--- src/rtl/inst_fetch_pkg.sv ---
// Shared types and constants for the instruction fetch stage.
package inst_fetch_pkg;

    localparam logic [31:0] RESET_PC_DEFAULT = 32'hBFC0_0000;
    localparam int          INST_W           = 32;

    // One delivered instruction together with the PC it was fetched from.
    typedef struct packed {
        logic [31:0]       pc;
        logic [INST_W-1:0] inst;
    } fetch_entry_t;

    // Redirect targets are word aligned; the low two bits are ignored.
    function automatic logic [31:0] align_pc(input logic [31:0] addr);
        return {addr[31:2], 2'b00};
    endfunction

endpackage

--- src/rtl/fetch_fifo.sv ---
// Small synchronous FIFO with flush, count and head readout.
// Used both for delivered instructions and for the PC tag queue.
module fetch_fifo #(
    parameter  int W     = 64,
    parameter  int DEPTH = 2,
    localparam int AW    = $clog2(DEPTH),
    localparam int CW    = $clog2(DEPTH + 1)
) (
    input  logic          clk,
    input  logic          rst,
    input  logic          flush,
    input  logic          push,
    input  logic [W-1:0]  push_data,
    input  logic          pop,
    output logic [W-1:0]  head,
    output logic [CW-1:0] count,
    output logic          full,
    output logic          empty
);

    logic [W-1:0]  mem_r [DEPTH];
    logic [AW-1:0] wr_ptr_r;
    logic [AW-1:0] rd_ptr_r;
    logic [CW-1:0] count_r;
    logic          do_push_s;
    logic          do_pop_s;

    // Qualify push/pop; a push into a full FIFO is only legal alongside a pop.
    always_comb begin
        do_pop_s  = pop && (count_r != {CW{1'b0}});
        do_push_s = push && ((count_r != CW'(DEPTH)) || do_pop_s);
    end

    // Pointer and occupancy bookkeeping; flush empties the FIFO.
    always_ff @(posedge clk or posedge rst) begin
        if (rst) begin
            wr_ptr_r <= {AW{1'b0}};
            rd_ptr_r <= {AW{1'b0}};
            count_r  <= {CW{1'b0}};
        end else if (flush) begin
            wr_ptr_r <= {AW{1'b0}};
            rd_ptr_r <= {AW{1'b0}};
            count_r  <= {CW{1'b0}};
        end else begin
            if (do_push_s) begin
                wr_ptr_r <= wr_ptr_r + AW'(1'b1);
            end
            if (do_pop_s) begin
                rd_ptr_r <= rd_ptr_r + AW'(1'b1);
            end
            count_r <= count_r + CW'(do_push_s) - CW'(do_pop_s);
        end
    end

    // Storage array; contents need no reset because count gates every read.
    always_ff @(posedge clk) begin
        if (do_push_s && !flush) begin
            mem_r[wr_ptr_r] <= push_data;
        end
    end

    assign head  = mem_r[rd_ptr_r];
    assign count = count_r;
    assign full  = (count_r == CW'(DEPTH));
    assign empty = (count_r == {CW{1'b0}});

endmodule

--- src/rtl/inst_fetch_chk.sv ---
// Protocol invariants of the fetch stage's internal queues.
module inst_fetch_chk #(
    parameter int CW = 2
) (
    input logic          clk,
    input logic          rst,
    input logic          fifo_push,
    input logic          fifo_pop,
    input logic          fifo_full,
    input logic          tag_push,
    input logic          tag_pop,
    input logic          tag_full,
    input logic          tag_empty,
    input logic [CW-1:0] inflight,
    input logic [CW-1:0] tag_count
);

    a_fifo_no_overflow: assert property (@(posedge clk) disable iff (rst)
        fifo_push |-> (!fifo_full || fifo_pop))
        else $error("instruction FIFO overflow");

    a_tag_no_overflow: assert property (@(posedge clk) disable iff (rst)
        tag_push |-> (!tag_full || tag_pop))
        else $error("tag queue overflow");

    a_tag_no_underflow: assert property (@(posedge clk) disable iff (rst)
        tag_pop |-> !tag_empty)
        else $error("response with no request in flight");

    a_inflight_match: assert property (@(posedge clk) disable iff (rst)
        inflight == tag_count)
        else $error("inflight counter disagrees with tag queue");

endmodule

--- src/rtl/inst_fetch.sv ---
// Instruction fetch stage: PC, SRAM request issue, response buffering
// and redirect handling with discard of stale in-flight responses.
module inst_fetch
    import inst_fetch_pkg::*;
#(
    parameter logic [31:0] RESET_PC = RESET_PC_DEFAULT,
    parameter int          DEPTH    = 2
) (
    input  logic              clk,
    input  logic              rst,
    input  logic              flush,
    input  logic [31:0]       flush_pc,
    output logic              inst_req,
    output logic [31:0]       inst_addr,
    input  logic              inst_addr_ok,
    input  logic [INST_W-1:0] inst_rdata,
    input  logic              inst_data_ok,
    output logic              id_valid,
    output logic [INST_W-1:0] id_inst,
    output logic [31:0]       id_pc,
    input  logic              id_ready
);

    localparam int              CW      = $clog2(DEPTH + 1);
    localparam logic [CW:0]     DEPTH_C = (CW + 1)'(DEPTH);

    logic [31:0]   pc_r;
    logic          rst_sync_r;
    logic [CW-1:0] inflight_r;
    logic [CW-1:0] discard_r;

    logic [CW:0]   credit_sum_s;
    logic          inst_req_s;
    logic          accept_s;
    logic          drop_s;
    logic          fifo_push_s;
    logic          fifo_pop_s;

    fetch_entry_t  fifo_wr_s;
    fetch_entry_t  fifo_head_s;
    logic [CW-1:0] fifo_count_s;
    logic          fifo_full_s;
    logic          fifo_empty_s;

    logic [31:0]   tag_head_s;
    logic [CW-1:0] tag_count_s;
    logic          tag_full_s;
    logic          tag_empty_s;

    // Issue credit, response routing and delivery handshake.
    always_comb begin
        credit_sum_s = {1'b0, inflight_r} + {1'b0, fifo_count_s};
        inst_req_s   = !rst_sync_r && (credit_sum_s < DEPTH_C) && !flush;
        accept_s     = inst_req_s && inst_addr_ok;
        // A response returning in a flush cycle belongs to the old stream.
        drop_s       = flush || (discard_r != {CW{1'b0}});
        fifo_push_s  = inst_data_ok && !drop_s;
        fifo_pop_s   = !fifo_empty_s && id_ready && !flush;
        fifo_wr_s    = '{pc: tag_head_s, inst: inst_rdata};
    end

    // PC, in-flight and discard bookkeeping; redirect takes priority.
    always_ff @(posedge clk or posedge rst) begin
        if (rst) begin
            pc_r       <= RESET_PC;
            rst_sync_r <= 1'b1;
            inflight_r <= {CW{1'b0}};
            discard_r  <= {CW{1'b0}};
        end else begin
            rst_sync_r <= 1'b0;
            inflight_r <= inflight_r + CW'(accept_s) - CW'(inst_data_ok);
            if (flush) begin
                pc_r      <= align_pc(flush_pc);
                discard_r <= inflight_r - CW'(inst_data_ok);
            end else begin
                if (accept_s) begin
                    pc_r <= pc_r + 32'd4;
                end
                if (inst_data_ok && (discard_r != {CW{1'b0}})) begin
                    discard_r <= discard_r - CW'(1'b1);
                end
            end
        end
    end

    // PCs of requests awaiting their response, in request order.
    fetch_fifo #(.W(32), .DEPTH(DEPTH)) u_tag_q (
        .clk       (clk),
        .rst       (rst),
        .flush     (1'b0),
        .push      (accept_s),
        .push_data (pc_r),
        .pop       (inst_data_ok),
        .head      (tag_head_s),
        .count     (tag_count_s),
        .full      (tag_full_s),
        .empty     (tag_empty_s)
    );

    // Returned instructions waiting for decode.
    fetch_fifo #(.W($bits(fetch_entry_t)), .DEPTH(DEPTH)) u_inst_q (
        .clk       (clk),
        .rst       (rst),
        .flush     (flush),
        .push      (fifo_push_s),
        .push_data (fifo_wr_s),
        .pop       (fifo_pop_s),
        .head      (fifo_head_s),
        .count     (fifo_count_s),
        .full      (fifo_full_s),
        .empty     (fifo_empty_s)
    );

    inst_fetch_chk #(.CW(CW)) u_chk (
        .clk       (clk),
        .rst       (rst),
        .fifo_push (fifo_push_s),
        .fifo_pop  (fifo_pop_s),
        .fifo_full (fifo_full_s),
        .tag_push  (accept_s),
        .tag_pop   (inst_data_ok),
        .tag_full  (tag_full_s),
        .tag_empty (tag_empty_s),
        .inflight  (inflight_r),
        .tag_count (tag_count_s)
    );

    assign inst_req  = inst_req_s;
    assign inst_addr = pc_r;
    assign id_valid  = !fifo_empty_s;
    assign id_inst   = fifo_empty_s ? {INST_W{1'b0}} : fifo_head_s.inst;
    assign id_pc     = fifo_empty_s ? 32'h0 : fifo_head_s.pc;

endmodule
--- config.mk ---
export PLATFORM = sky130hd
export DESIGN_NAME = inst_fetch
export DESIGN_NICKNAME = d
export VERILOG_FILES = /design/src/rtl/inst_fetch_pkg.sv /design/src/rtl/fetch_fifo.sv /design/src/rtl/inst_fetch_chk.sv /design/src/rtl/inst_fetch.sv
export SDC_FILE = /design/constraint.sdc
export NUM_CORES = 1
export LEC_CHECK = 0
export BUFFER_PORTS_ARGS = -buffer_cell sky130_fd_sc_hd__buf_2
export CORE_ASPECT_RATIO = 1.4
export CORE_MARGIN = 2
export CORE_UTILIZATION = 60
export DETAILED_ROUTE_END_ITERATION = 10
export PLACE_DENSITY_LB_ADDON = 0.08
export SYNTH_ARGS = -nofsm -noshare
export SYNTH_HDL_FRONTEND = slang
export SYNTH_SLANG_ARGS = --single-unit
--- constraint.sdc ---
create_clock -name clk -period 14.3 [get_ports clk]
set_input_delay 0.715 -clock clk [delete_from_list [all_inputs] [get_ports clk]]
set_output_delay 0.715 -clock clk [all_outputs]
set_load 0.05 [all_outputs]
==> results.md <==
| Item | Value |
|---|---|
| Layout area overhead | 17.74% |
| Critical Path Most Common Cell | sky130_fd_sc_hd__nor2_1 |
| Met3 global-route usage | 4.204% |
| Std cell rows | 54 |
| Grt met2 use | 37.48% |
| Grt met1 use | 27.52% |
| DRT iter0 DRCs | 418 |
| Cell internal power dissipation | 1.267 mW |
| Clock insertion delay at the later pin of the skew report | 0.48 ns |
| # DRC | 0 |
| Number of antenna violations at the first check in global routing | 0 |
| Mean instance size in the synthesized netlist | 14.60 sq um |
| Vias post-DR | 5758 |
| Maximum level of the CTS H-tree | 1 |
| First-pass detailed-route iteration total | 7 |
| Final-report setup violation count | 0 |
| Part of the power in registers | 45.5% |
| First-pass GRT wire length | 28430 microns |
| Fin crit period | 3.424 ns |
| Number of nets in the final layout | 886 |
| Setup tns final | 0 ns |
| Yosys warning total | 0 |
| Buffers inserted during post-CTS setup optimization | 0 |
| Synth Flop Type | sky130_fd_sc_hd__edfxtp_1 |
| Post-synthesis cell area | 9389 sq um |
| Layout cell share with drive strength beyond 1 | 30.73% |
| Slowest Stage Delay on Critical Path | 0.47 ns |
| Max-slew violation total from the final report | 0 |
| Largest fanout on the critical path | 35 |
| Number of top-level pins | 168 |
| Routing layer with the top usage in global route | met2 |
| Class of the worst hold path | input port to async pin |
| Final wirelength | 18280 microns |
| Number of flops mapped to enable cells by yosys | 184 |
| DIE AREA | 16680 sq um |
| Routability-driven placement congestion ratio | 0.8230 |
| Switching share of total power | 32.98% |
| Logic pwr share | 26.1% |
| Final antenna diode count | 0 |
| Fraction of the yosys area taken by sequential cells | 70.44% |
| Maximum number of pins on one net before global-route repair | 64 |
| Number of routed nets with antenna violations | 0 |
| Number of port buffers | 161 |
| CTS Root Buffer Type | sky130_fd_sc_hd__clkbuf_16 |
| Net switching component of the power | 623.6 uW |
| Measured slew at the worst slew-check pin | 1.140 ns |
| Number of different library cells in the post-synthesis netlist | 54 |
| Synthesis-stage register bit count | 227 |
| Critical Path Slowest Stage Cell | sky130_fd_sc_hd__fa_1 |
| Status | finished, final reports clean |
| # resized after CTS | 0 |
| Via count of the first global-routing pass | 5716 |
| Detailed-route vias per instance | 5.667 |
| Highest clock rate | 0.2921 GHz |
| HPWL Detailed | 11360 microns |
| Pwr per Cell Area | 171.0 nW/um^2 |
| TritonCTS clock tree | yes |
| CTS sink count | 227 |
| Category of the worst setup path capture point | flip-flop |
| Largest buffer count on any clock path | 3 |
| Endpoint of the most critical register-to-register path | u_tag_q.mem_r[1][3] |
| Clock transition at the registers of the reported paths | 0.06 ns |
| Core ar. | 15470 sq um |
| Width of the chip | 109.7 microns |
| Slew Limit Headroom | 24.02% |
| Startpoint class of the critical path | flip-flop |
| Worst Reg-to-Reg Cells | 9 |
| Worst Path Arrival | 3.56 ns |
| CTS Buf Count | 21 |
| Worst slack on hold paths | 0.3636 ns |
| Wire length per cell | 18.00 microns |
| Height of the chip | 152.0 microns |
| Proportion of power drawn by the clock network | 28.5% |
| Static leakage power | 4.221 nW |
| Number of instances in the synthesized netlist | 643 |
| Ordered list of cells on the worst path | inv_1, nor2_1, fa_1, nor4_4, and2_2, inv_2, nor2_1, and2_1, buf_4 |
| CP Class | flip-flop to flip-flop |
| Final-layout fill cell count | 1068 |
| Gr usage total | 21.86% |
| VDD IR max | 114.7 uV |
| FF-to-FF Start | u_inst_q.count[0] |
| Unrepaired setup endpoints after global routing | false |
| Initial cell density of the core | 60.68% |
| Hold-fix buffers at CTS | 0 |
| Number of hold violations in the final report | 0 |
| R2R Setup Slk | 10.88 ns |
| Overall overflow remaining after global route | 0 |
| WP data required | 14.43 ns |
| Clock skew after layout | 0.01018 ns |
| Final clock period utilization by the worst path | 23.94% |
| Number of max-cap violations | 0 |
| Post-synthesis async set-or-reset flop share | 18.94% |
-- worst max-delay path: cells and delay by family (launching register included) --
family                     cells  cell delay [ns]
buffers and inverters          3             0.81
adders and majority gates      1             0.47
DFF                            1             0.42
and+or+nand+nor                5             1.37
-- cell usage after synthesis (9+ instances only) --
master | n | share of area, %
sky130_fd_sc_hd__nand3_1 | 11 | 0.59
sky130_fd_sc_hd__buf_1 | 9 | 0.36
sky130_fd_sc_hd__ha_1 | 9 | 1.2
sky130_fd_sc_hd__mux2_2 | 30 | 3.6
sky130_fd_sc_hd__nand2_1 | 42 | 1.7
sky130_fd_sc_hd__mux2i_1 | 64 | 6.8
sky130_fd_sc_hd__o21ai_0 | 19 | 1.0
sky130_fd_sc_hd__dfstp_2 | 10 | 2.8
sky130_fd_sc_hd__nand4_1 | 11 | 0.73
sky130_fd_sc_hd__inv_1 | 14 | 0.56
sky130_fd_sc_hd__dfrtp_1 | 33 | 8.8
sky130_fd_sc_hd__nor2_1 | 84 | 3.4
sky130_fd_sc_hd__clkbuf_1 | 16 | 0.64
sky130_fd_sc_hd__edfxtp_1 | 184 | 59
-- registers in the layout (all words and copies together) (netlist names), 2 cells and up --
register	cells
discard_r	2
inflight_r	2
u_inst_q.mem_r	124
u_tag_q.mem_r	60
u_tag_q.count	2
inst_addr	30
u_inst_q.count	2
-- cell usage in the layout, fill, tap and decap left out, types with 6 or more instances in the layout --
cell type,synthesis,final
sky130_fd_sc_hd__mux2i_1,64,64
sky130_fd_sc_hd__inv_1,14,13
sky130_fd_sc_hd__edfxtp_1,184,184
sky130_fd_sc_hd__xnor2_1,7,7
sky130_fd_sc_hd__nand4_1,11,11
sky130_fd_sc_hd__a31oi_1,7,7
sky130_fd_sc_hd__clkbuf_16,0,21
sky130_fd_sc_hd__buf_2,2,161
sky130_fd_sc_hd__xor2_1,7,7
sky130_fd_sc_hd__o21ai_0,19,19
sky130_fd_sc_hd__buf_4,6,8
sky130_fd_sc_hd__nand3_1,11,11
sky130_fd_sc_hd__dfrtp_1,33,32
sky130_fd_sc_hd__a21oi_1,8,8
sky130_fd_sc_hd__nand2_1,42,42
sky130_fd_sc_hd__clkbuf_1,16,6
sky130_fd_sc_hd__o211ai_1,7,7
sky130_fd_sc_hd__ha_1,9,9
sky130_fd_sc_hd__dfstp_2,10,10
sky130_fd_sc_hd__nor2_1,84,83
sky130_fd_sc_hd__mux2_2,30,30
-- how the worst max path moves through the flow --
stage | depth (start not counted) | start | endpoint | slack [ns]
global route | 9 | u_inst_q.count[0] | u_tag_q.mem_r[1][9] | 10.63
CTS | 9 | u_inst_q.count[0] | u_tag_q.mem_r[1][27] | 10.87
floorplan | 3 | flush | u_inst_q.mem_r[0][0] | 6.59
finish | 9 | u_inst_q.count[0] | u_tag_q.mem_r[1][3] | 10.88
detailed placement | 7 | flush | u_tag_q.mem_r[1][3] | 10.69
global placement | 7 | flush | u_tag_q.mem_r[1][28] | 10.74
-- logic make-up (layout without fill, tap and decap cells) --
kind of cell,Yosys count,in the layout,share of synthesized area [%]
compound gates,66,66,4.758
xor+xnor,14,14,1.306
fa+ha+maj,10,10,1.413
buf+inv,48,221,2.185
flops,227,227,70.44
mux,94,94,10.42
other cells,1,5,0.03994
simple gates,183,183,9.435
-- per-stage QoR --
stage                     setup slack (ns)  power [mW]  cells  utilization [%]  area, sq um
final                                10.88       1.891   1016            71.45        11050
after global routing                 10.63       1.972   1016            71.45        11050
after CTS                            10.87       1.909   1016            71.45        11050
after detailed placement             10.69       1.368    979            67.15        10390
after global placement               10.74       1.351    979            67.15        10390
after floorplan                      6.591       1.246    647                -         9404
-- power groups by stage --
stage               Sequential [mW]  Combinational, mW  Clock [mW]
floorplan                     0.888              0.358           0
global placement              0.868              0.483           0
detailed placement            0.873              0.495           0
CTS                           0.860              0.498       0.551
global route                  0.868              0.529       0.574
finish                        0.859              0.493       0.538
-- layer usage --
layer	up-vias	routed length, microns
met5	-	0
met4	0	444
met3	28	1286
met2	211	9476
met1	2803	7076
li1	2716	-
-- layout make-up --
class                           instances  area, sq um  share of cell area, %
Sequential cell                       227         6618                  59.86
Multi-Input combinational cell        372         2605                  23.57
Timing Repair Buffer                  169        865.8                  7.832
Clock buffer                           29        575.6                  5.207
Tap cell                              196        245.2                  2.218
Clock inverter                          8        88.84                 0.8036
Inverter                               15        56.30                 0.5093
Note: power is estimated with default switching activity, not from simulation.
